**src/rtl/reg_arb_pkg.sv**
```systemverilog
// ============================================================================
// Module : reg_arb_pkg
// Brief  : Shared types and constants for the register read-port arbiter.
// Rev    : 1.0 - initial release
// ============================================================================
`default_nettype none

package reg_arb_pkg;

  localparam int REG_IDX_W    = 5;
  localparam int XLEN_DEFAULT = 32;
  localparam int CNT_W        = 4;

  typedef enum logic [0:0] {
    IDLE     = 1'b0,
    DBG_RESP = 1'b1
  } arb_state_e;

endpackage

`default_nettype wire

```
**src/rtl/starve_counter.sv**
```systemverilog
// ============================================================================
// Module : starve_counter
// Brief  : Saturating count of denied debug cycles; hit flags the limit.
// Rev    : 1.0 - initial release
// ============================================================================
`default_nettype none

module starve_counter
  import reg_arb_pkg::*;
(
  input  logic             clk_i,
  input  logic             rst_i,
  input  logic             inc_i,
  input  logic             clr_i,
  input  logic [CNT_W-1:0] limit_i,
  output logic             hit_o
);

  logic [CNT_W-1:0] cnt_q;
  logic [CNT_W-1:0] cnt_d;

  always_comb begin
    cnt_d = cnt_q;
    if (clr_i) begin
      cnt_d = '0;
    end else if (inc_i && (cnt_q != limit_i)) begin
      cnt_d = cnt_q + 1'b1;
    end
  end

  always_ff @(posedge clk_i) begin
    if (rst_i) begin
      cnt_q <= '0;
    end else begin
      cnt_q <= cnt_d;
    end
  end

  assign hit_o = (cnt_q == limit_i);

endmodule

`default_nettype wire

```
**src/rtl/reg_port_arbiter.sv**
```systemverilog
// ============================================================================
// Module : reg_port_arbiter
// Brief  : Shares register-file read ports between core decode and a debug
//          reader. Debug path built only when REG_DBG_PORT_EN is defined.
// Rev    : 1.0 - initial release
// ============================================================================
`default_nettype none

module reg_port_arbiter
  import reg_arb_pkg::*;
#(
  parameter int STARVE_LIMIT = 4,
  parameter int XLEN         = XLEN_DEFAULT
) (
  input  logic                 CLK,
  input  logic                 RST,
  input  logic                 Core_Req,
  input  logic [REG_IDX_W-1:0] Core_Addr_1,
  input  logic [REG_IDX_W-1:0] Core_Addr_2,
  output logic                 Core_Gnt,
  input  logic                 Dbg_Req,
  input  logic [REG_IDX_W-1:0] Dbg_Addr,
  output logic                 Dbg_Gnt,
  output logic                 Dbg_Rvalid,
  output logic [XLEN-1:0]      Dbg_Rdata,
  output logic                 REG_READ_Ctrl_1,
  output logic                 REG_READ_Ctrl_2,
  output logic [REG_IDX_W-1:0] Reg_Addr_1,
  output logic [REG_IDX_W-1:0] Reg_Addr_2,
  input  logic [XLEN-1:0]      Read_Data_1
);

  logic w_core_gnt;
  logic w_dbg_gnt;

`ifdef REG_DBG_PORT_EN
  localparam logic [CNT_W-1:0] C_LIMIT = CNT_W'(STARVE_LIMIT);

  arb_state_e      state_q;
  logic            rvalid_q;
  logic [XLEN-1:0] rdata_q;
  logic            w_hit;
  logic            w_dbg_ok;

  // Debug may only win from IDLE, which spaces debug grants by one cycle.
  assign w_dbg_ok = Dbg_Req && (state_q == IDLE) && !RST;

  always_comb begin
    w_core_gnt = 1'b0;
    w_dbg_gnt  = 1'b0;
    if (w_dbg_ok && (w_hit || !Core_Req)) begin
      w_dbg_gnt = 1'b1;
    end else if (Core_Req && !RST) begin
      w_core_gnt = 1'b1;
    end
  end

  starve_counter u_starve (
    .clk_i   (CLK),
    .rst_i   (RST),
    .inc_i   (Dbg_Req && !w_dbg_gnt),
    .clr_i   (w_dbg_gnt || !Dbg_Req),
    .limit_i (C_LIMIT),
    .hit_o   (w_hit)
  );

  always_ff @(posedge CLK) begin
    if (RST) begin
      state_q  <= IDLE;
      rvalid_q <= 1'b0;
      rdata_q  <= '0;
    end else begin
      case (state_q)
        IDLE: begin
          rvalid_q <= 1'b0;
          if (w_dbg_gnt) begin
            state_q  <= DBG_RESP;
            rvalid_q <= 1'b1;
            rdata_q  <= Read_Data_1;
          end
        end
        DBG_RESP: begin
          state_q  <= IDLE;
          rvalid_q <= 1'b0;
        end
        default: begin
          state_q  <= IDLE;
          rvalid_q <= 1'b0;
        end
      endcase
    end
  end

  assign Dbg_Gnt    = w_dbg_gnt;
  assign Dbg_Rvalid = rvalid_q;
  assign Dbg_Rdata  = rdata_q;
`else
  logic w_unused_dbg;

  always_comb begin
    w_dbg_gnt  = 1'b0;
    w_core_gnt = Core_Req && !RST;
  end

  assign w_unused_dbg = ^{Dbg_Req, Dbg_Addr, Read_Data_1, w_dbg_gnt};
  assign Dbg_Gnt      = 1'b0;
  assign Dbg_Rvalid   = 1'b0;
  assign Dbg_Rdata    = '0;
`endif

  always_comb begin
    REG_READ_Ctrl_1 = 1'b0;
    REG_READ_Ctrl_2 = 1'b0;
    Reg_Addr_1      = '0;
    Reg_Addr_2      = '0;
    if (w_core_gnt) begin
      REG_READ_Ctrl_1 = 1'b1;
      REG_READ_Ctrl_2 = 1'b1;
      Reg_Addr_1      = Core_Addr_1;
      Reg_Addr_2      = Core_Addr_2;
    end else if (w_dbg_gnt) begin
      REG_READ_Ctrl_1 = 1'b1;
      Reg_Addr_1      = Dbg_Addr;
    end
  end

  assign Core_Gnt = w_core_gnt;

endmodule

`default_nettype wire

```
**config.mk**
```make
export PLATFORM = sky130hd
export DESIGN_NAME = reg_port_arbiter
export DESIGN_NICKNAME = d
export VERILOG_FILES = /design/src/rtl/reg_arb_pkg.sv /design/src/rtl/starve_counter.sv /design/src/rtl/reg_port_arbiter.sv
export SDC_FILE = /design/constraint.sdc
export NUM_CORES = 1
export LEC_CHECK = 0
export BUFFER_PORTS_ARGS = -buffer_cell sky130_fd_sc_hd__buf_4
export CORE_MARGIN = 2
export CORE_UTILIZATION = 22
export DETAILED_ROUTE_END_ITERATION = 8
export PLACE_DENSITY = 0.83
export SETUP_SLACK_MARGIN = 0.3
export SLEW_MARGIN = 25
export SYNTH_ARGS = -nofsm -noshare
export SYNTH_HDL_FRONTEND = slang
export SYNTH_SLANG_ARGS = --single-unit
export TNS_END_PERCENT = 20
```
**constraint.sdc**
```tcl
create_clock -name vclk -period 0.8
set_clock_uncertainty 0.2 [all_clocks]
set_input_delay 0.08 -clock vclk [all_inputs]
set_output_delay 0.08 -clock vclk [all_outputs]
set_load 0.02 [all_outputs]
```
==> results of run 1 <==
## logic make-up after synthesis
| logic type | after synthesis |
|---|---|
| other cells | 1 |
| buf+inv | 38 |
| simple gates | 11 |
## worst paths after layout
check                           end  slack [ns]
worst min-delay path       Core_Gnt        0.21
worst max-delay path  Reg_Addr_2[3]       -0.01
## cell type report
type	count	share of cell area [%]
multi-input combinational	45	43.6
tap	17	4.03
timing repair buffer	26	52.4
## repair_timing
action / CTS / global route
setup endpoints to repair: 13 / 13
resized for setup: 16 / 2
pin swaps: 10 / 0
hold endpoints to repair: 0 / 0
cloned: 1 / 0
## stage by stage
step	std cells	cell area [sq um]	setup slack [ns]	power (uW)	util, %
global route	88	528	-0.0440	370	31.3
finish	88	528	-0.0144	345	31.3
global placement	87	438	-0.0607	298	25.9
CTS	88	523	-0.0277	343	31.0
floorplan	83	533	-0.0221	359	-
detailed placement	87	438	-0.0881	302	25.9
## cell usage in the layout, fill, tap and decap left out, drive strengths merged
master,count
nor2b,1
buf,26
conb,34
and3b,10
## routing by layer
layer	wire (microns)	up-vias	global-route usage, %
met1	257	124	8.24
met2	424	36	14.4
met4	0	0	0
met5	0	-	0
met3	121	0	0.397
li1	-	130	-
## power by group through the flow
stage                     Clock, uW  Combinational (uW)  Sequential [uW]
after global placement            0                 298                0
after global routing              0                 370                0
after floorplan                   0                 359                0
after detailed placement          0                 302                0
after CTS                         0                 343                0
final                             0                 345                0
==> results by group, run 1 <==
Worst setup path
  – CP Buf/Inv Count: 2
  – CP arrival: roughly 0.53 ns
  – Top delay family on crit path: buffers and inverters
  – Max FO, Critical Path: 6
  – Worst Setup Start Kind: input pin
  – Nature of the critical path endpoint: output pin
  – WP depth: 3
  – Critical path cell sequence: buf_12, and3b_1, buf_6
  – Slowest-stage cell, CP: and3b_1
  – Setup crit start: RST
  – CP Class: in2out
  – Max incr delay on CP: 0.22 ns
  – Critical Path RT: roughly 0.52 ns

Yosys
  – Adder-Cell Fraction of Synth Area: 0%
  – Netlist Area Pre-Place: approximately 380 sq um
  – Largest family of logic cells by synthesized area: buffers and inverters
  – Syn. warnings: 0
  – Area fraction in compound gates after synthesis: 0%
  – Syn Area/Cell: 7.68 sq um
  – Cells after synthesis: 50
  – Most instantiated cells after synthesis: 36 x buf_4, 10 x and3b_1
  – Xor-xnor portion of the synthesized cell area: 0%
  – Synth Area in Simple Gates: between 20% and 30%
  – Register area share after synthesis: 0%
  – Post-synthesis mux area share: 0%
  – Top cell type by total area after synthesis: buf_4
  – Synth top area share: a little over two thirds
  – Synth area leaders: buf_4 70%, and3b_1 23%, buf_6 2.9%
  – Most common cell in the netlist: buf_4
  – Netlist cell types: 6

Power and ir drop
  – Internal power: about 130 uW
  – Cell Pwr Density: ~650 nW/um^2
  – Comb power frac: 100.0%
  – Clk network pwr share: 0%
  – Sw Share: a little over three fifths
  – Seq pwr share: 0%
  – Sw Pwr: ~220 uW
  – Worst vdd ir: between 150 and 200 uV
  – P_leak: 0.000343 uW

Final layout
  – Filler cell count: 181
  – Multi-input gate area: between 200 and 250 sq um
  – FF+latch count: 0
  – # clk buffers: 0
  – Nets: about 120
  – N_diodes: 0
  – Area growth syn-to-layout: 37.5%
  – Reg area: 0 sq um
  – Layout cells sized above 1: 39.4%

Die
  – Starting density of the core: approximately 23%
  – Io pins: between 90 and 100
  – Die Area: around 2100 sq um
  – Die height: approximately 46 microns
  – FP Rows: 15
  – CORE AREA: 1690 sq um
  – Die X-Extent: approximately 46 microns

Placed design
  – Input/output buffers: 25
  – DPL Wire Length: 742 microns
  – Gp weighted congestion: between 0.6 and 0.7

Status
  – Violated checks: setup timing
  – Outcome: complete, but fails checks

Timing
  – Setup_tns: -0.0610 ns
  – Tcrit/Tclk final: 102%
  – Hold Vio Cnt, Final: 0
  – Max Fclk: about 1200 MHz
  – RSZ-0062 raised after global routing: true
  – Final hold slack: around 0.21 ns
  – Count of final setup violators: 9
  – Tmin final: between 0.8 and 0.9 ns
  – Final worst setup slack: -0.0144 ns
  – Final Slew Violations: 0

GRT
  – Vias in the first global route: ~230
  – Initial antenna violation count: 0
  – GRT Util Overall: under 10%
  – First-pass GRT wire length: between 1000 and 1500 microns
  – Total grt overflow: 0
  – Pin count of the biggest net entering global routing: 12

Detailed routing
  – Avg Vias per Cell: around 3.3
  – Final wirelength: 803 microns
  – Final ANT Viol Nets: 0
  – Residual DRC: 0
  – DR pass1 iterations: 1
  – Routed vias: slightly below 300
  – DRT iter0 DRCs: 0
  – WL per Instance: between 9 and 10 microns

Clock tree
  – Hold-fix buffers at CTS: 0
  – Setup Buffers After CTS: 0

Worst hold path
  – Worst hold start: RST
  – Min-Delay Path Class: in2out
  – Hold Path Depth: 3

Flow run
  – Reported max-cap violation count: 0
Power figures use the tool's default switching activity.
==> inputs of run 2 (changes only) <==
==> constraint.sdc (replaced) <==
create_clock -name vclk -period 0.81
set_clock_uncertainty 0.2 [all_clocks]
set_input_delay 0.081 -clock vclk [all_inputs]
set_output_delay 0.081 -clock vclk [all_outputs]
set_load 0.02 [all_outputs]
==> run 2 against run 1 <==
The flow still finishes with violations (setup timing). Via count is the same. Sequential share of layout area unchanged. Largest cell class unchanged. Global-route usage up 0.081 points. Power about the same. Clock-buffer cell count unchanged. Combinational power is essentially flat. Hold slack gained 0.0068 ns. Setup slack improved by 0.0049 ns. Core utilization up 0.44 points. Die area unchanged.
==> results by group, run 2 (synthesis gave the netlist of run 1 again) <==
Status
  – Outcome: complete, but fails checks
  – Violated checks: setup timing

Detailed routing
  – Avg Vias per Cell: 3.30
  – Routed vias: 290
  – Residual DRC: 0
  – DRT iter0 DRCs: 0
  – Final ANT Viol Nets: 0
  – WL per Instance: about 9.2 microns
  – Final wirelength: roughly 810 microns
  – DR pass1 iterations: 1

Worst hold path
  – Hold Path Depth: 3
  – Min-Delay Path Class: in2out

GRT
  – GRT Util Overall: 7.09%
  – Vias in the first global route: 231
  – Pin count of the biggest net entering global routing: 12
  – Total grt overflow: 0
  – Initial antenna violation count: 0
  – First-pass GRT wire length: ~1100 microns

Timing
  – Final Slew Violations: 0
  – Count of final setup violators: 3
  – Hold Vio Cnt, Final: 0
  – Max Fclk: around 1200 MHz
  – RSZ-0062 raised after global routing: true
  – Final worst setup slack: -0.00956 ns
  – Tcrit/Tclk final: 101%
  – Tmin final: slightly above 0.8 ns
  – Final hold slack: 0.212 ns

Final layout
  – Nets: around 120
  – # clk buffers: 0
  – FF+latch count: 0
  – N_diodes: 0
  – Reg area: 0 sq um
  – Filler cell count: around 180
  – Design Area, Final: 536 sq um
  – Commonest non-fill, non-tap cell in the layout: conb_1
  – Commonest cells after routing, fill and taps aside: 34 x conb_1, 13 x buf_6, 10 x buf_4
  – Layout cells sized above 1: between 30% and 40%
  – Area growth syn-to-layout: 39.4%
  – Multi-input gate area: around 230 sq um
  – Fin util: a little under a third

Worst setup path
  – Max FO, Critical Path: 6
  – Top delay family on crit path: buffers and inverters
  – Max incr delay on CP: between 0.2 and 0.25 ns
  – Worst Setup Start Kind: input pin
  – Slowest-stage cell, CP: and3b_1
  – WP depth: 3
  – CP arrival: about 0.54 ns
  – CP Capture Point: Reg_Addr_2[3]
  – Critical path cell sequence: buf_12, and3b_1, buf_6
  – CP Buf/Inv Count: 2
  – Nature of the critical path endpoint: output pin
  – Setup crit start: RST
  – Critical Path RT: 0.53 ns
  – CP Class: in2out

Power and ir drop
  – P_leak: between 0.0003 and 0.0004 uW
  – Cell Pwr Density: ~640 nW/um^2
  – Worst vdd ir: 151 uV
  – Tot Pwr: roughly 340 uW

Placed design
  – DPL Wire Length: 742 microns
  – Gp weighted congestion: ~0.68
  – Placed Area: 438 sq um
  – Input/output buffers: 25
  – Place WS: -0.0801 ns

Die
  – Die X-Extent: 45.8 microns
  – Die Area: approximately 2100 sq um
  – CORE AREA: 1690 sq um
  – FP Rows: 15
  – Die height: around 46 microns
  – Starting density of the core: between 20% and 30%
  – Io pins: a little under 100

Clock tree
  – Hold-fix buffers at CTS: 0
  – Setup Buffers After CTS: 0

Flow run
  – Reported max-cap violation count: 0
-- run 2: per-stage QoR --
| step | cells | setup TNS [ns] |
|---|---|---|
| finish | 88 | -0.0233 |
| global route | 88 | -0.231 |
| CTS | 88 | -0.0702 |
| detailed placement | 87 | -0.646 |
| global placement | 87 | -0.468 |
| floorplan | 83 | -0.0282 |
-- run 2: area by class of cell --
type	instances	area share, %
timing repair buffer	26	53.0
multi-input combinational	45	43.0
tap	17	3.97
-- run 2: worst min-delay path by stage --
stage,startpoint,to,slack (ns)
after detailed placement,RST,REG_READ_Ctrl_2,0.31
after global placement,RST,REG_READ_Ctrl_1,0.30
final,RST,REG_READ_Ctrl_2,0.21
after CTS,RST,REG_READ_Ctrl_2,0.22
after global routing,RST,Core_Gnt,0.23
after floorplan,RST,Core_Gnt,0.12
-- run 2: layer usage --
layer / vias up / GRT usage (%) / part of all wire [%]
li1: 130 / - / -
met1: 124 / 8.24 / 31
met2: 36 / 14.6 / 54
met3: 0 / 0.397 / 15
met4: 0 / 0 / 0
met5: - / 0 / 0
-- run 2: worst min-delay path, cell delays in order --
cell     delay [ns]
buf_16         0.09
nor2b_4        0.04
buf_6          0.12
-- run 2: repair_timing --
| item | in CTS | in global routing |
|---|---|---|
| gates cloned | 1 | 0 |
| resized for setup | 18 | 2 |
| setup endpoints to repair | 13 | 13 |
| pin swaps | 10 | 0 |
-- run 2: report_power, final --
group	switching (uW)	internal (uW)	total (uW)
sequential	0	0	0
clock	0	0	0
combinational	216	128	344
==> inputs of run 3 (changes only) <==
--- a/config.mk
+++ b/config.mk
@@ -6,7 +6,6 @@
 export NUM_CORES = 1
 export LEC_CHECK = 0
 export BUFFER_PORTS_ARGS = -buffer_cell sky130_fd_sc_hd__buf_4
-export CORE_MARGIN = 2
 export CORE_UTILIZATION = 22
 export DETAILED_ROUTE_END_ITERATION = 8
 export PLACE_DENSITY = 0.83
==> run 3 against run 2 <==
The run ends with DRC, setup timing left. Final area shrank 0.47%. Wire length increased by 4.1%. Die area decreased by 8.5%. Global-route usage is 0.49 points higher. Hold slack is essentially flat. Flip-flop and latch count unchanged. Core utilization is 2.1 points higher. Maximum frequency decreased by 1.8%. Clock-buffer cell count stayed put. Via count is 1.4% lower. Critical path depth unchanged. First-iteration DRC count increased by 5. Largest cell class unchanged.
==> results by group, run 3 (synthesis gave the netlist of run 1 again) <==
Final layout
  – Reg area: 0 sq um
  – Commonest non-fill, non-tap cell in the layout: conb_1
  – FF+latch count: 0
  – Layout cells sized above 1: approximately two fifths
  – Commonest cells after routing, fill and taps aside: 34 x conb_1, 13 x buf_6, 10 x and3b_1, 10 x buf_4
  – N_diodes: 0
  – Multi-input gate area: about 230 sq um
  – # clk buffers: 0
  – Filler cell count: approximately 180
  – Nets: between 100 and 150
  – Area growth syn-to-layout: 38.8%

Die
  – Die Area: approximately 1900 sq um
  – Die X-Extent: 43.8 microns
  – Die height: ~44 microns
  – Starting density of the core: between 20% and 30%
  – Io pins: 98
  – FP Rows: 14
  – CORE AREA: about 1600 sq um

Placed design
  – DPL Wire Length: ~730 microns
  – Gp weighted congestion: about 0.63
  – Place WS: -0.0866 ns
  – Input/output buffers: 25

Detailed routing
  – Uppermost layer routed: met3
  – Met3 WL: around 110 microns
  – Avg Vias per Cell: 3.29
  – Routed vias: ~290
  – WL per Instance: around 9.7 microns
  – DR pass1 iterations: 5
  – DRT iter0 DRCs: 5
  – Met2 Routed Length: around 500 microns
  – Final wirelength: roughly 840 microns
  – Final ANT Viol Nets: 0
  – Residual DRC: 5
  – Met1 WL: around 240 microns

Timing
  – Setup_tns: -0.0417 ns
  – Final Slew Violations: 0
  – RSZ-0062 raised after global routing: true
  – Tmin final: ~0.83 ns
  – Final worst setup slack: -0.0245 ns
  – Count of final setup violators: 3
  – Hold Vio Cnt, Final: 0
  – Final hold slack: 0.212 ns
  – Tcrit/Tclk final: 103%
  – Max Fclk: 1200 MHz

Status
  – Outcome: complete, but fails checks
  – Violated checks: DRC, setup timing

Worst setup path
  – Critical Path RT: 0.53 ns
  – CP Class: in2out
  – CP arrival: roughly 0.55 ns
  – Worst Setup Start Kind: input pin
  – Max FO, Critical Path: 5
  – Nature of the critical path endpoint: output pin

GRT
  – Initial antenna violation count: 0
  – First-pass GRT wire length: between 1000 and 1500 microns
  – Vias in the first global route: 209
  – Pin count of the biggest net entering global routing: 12
  – GRT Util Overall: under 10%
  – Total grt overflow: 0

Clock tree
  – Setup Buffers After CTS: 0

Power and ir drop
  – P_leak: 0.000345 uW
  – Worst vdd ir: 178 uV
  – Cell Pwr Density: between 600 and 700 nW/um^2
  – Tot Pwr: approximately 350 uW

Worst hold path
  – Min-Delay Path Class: in2out

Flow run
  – Reported max-cap violation count: 0
## run 3: changes by cell type in the layout (fill, tap and decap cells not counted)
cell     delta
and3b_2     -1
and3b_1     +1
## run 3: power breakdown
group	total (uW)	internal [uW]	switching, uW	leakage, uW
logic	345	128	217	0.000345
registers	0	0	0	0
clock network	0	0	0	0
## run 3: layer usage
layer	vias up	global-route usage, %
li1	131	-
met3	0	1.25
met4	0	0
met5	-	0
met2	30	16.1
met1	125	7.90
## run 3: final cells by class
class              instances  area share (%)
repair buffers            26            53.3
multi-input cells         45            43.0
well taps                 16            3.76
## run 3: stage by stage
stage / area [sq um] / std cells / util, %
2_1_floorplan: 533 / 83 / -
3_3_place_gp: 437 / 86 / 27.7
3_5_place_dp: 437 / 86 / 27.7
4_1_cts: 529 / 87 / 33.6
5_1_grt: 533 / 87 / 33.8
6_report: 533 / 87 / 33.8
## run 3: timing repair
action	in CTS	in global routing
resized for setup	18	1
hold buffers	0	0
endpoints found under the setup margin	13	13
cloned	1	0
pin swaps	2	0
## run 3: worst paths after layout
path | start | to | slack, ns | cells after the start
worst max-delay path | RST | Reg_Addr_2[3] | -0.02 | 3
worst min-delay path | RST | REG_READ_Ctrl_1 | 0.21 | 3
## run 3: worst max-delay path: stages
cell	delay (ns)
buf_16	0.11
and3b_1	0.23
buf_6	0.13
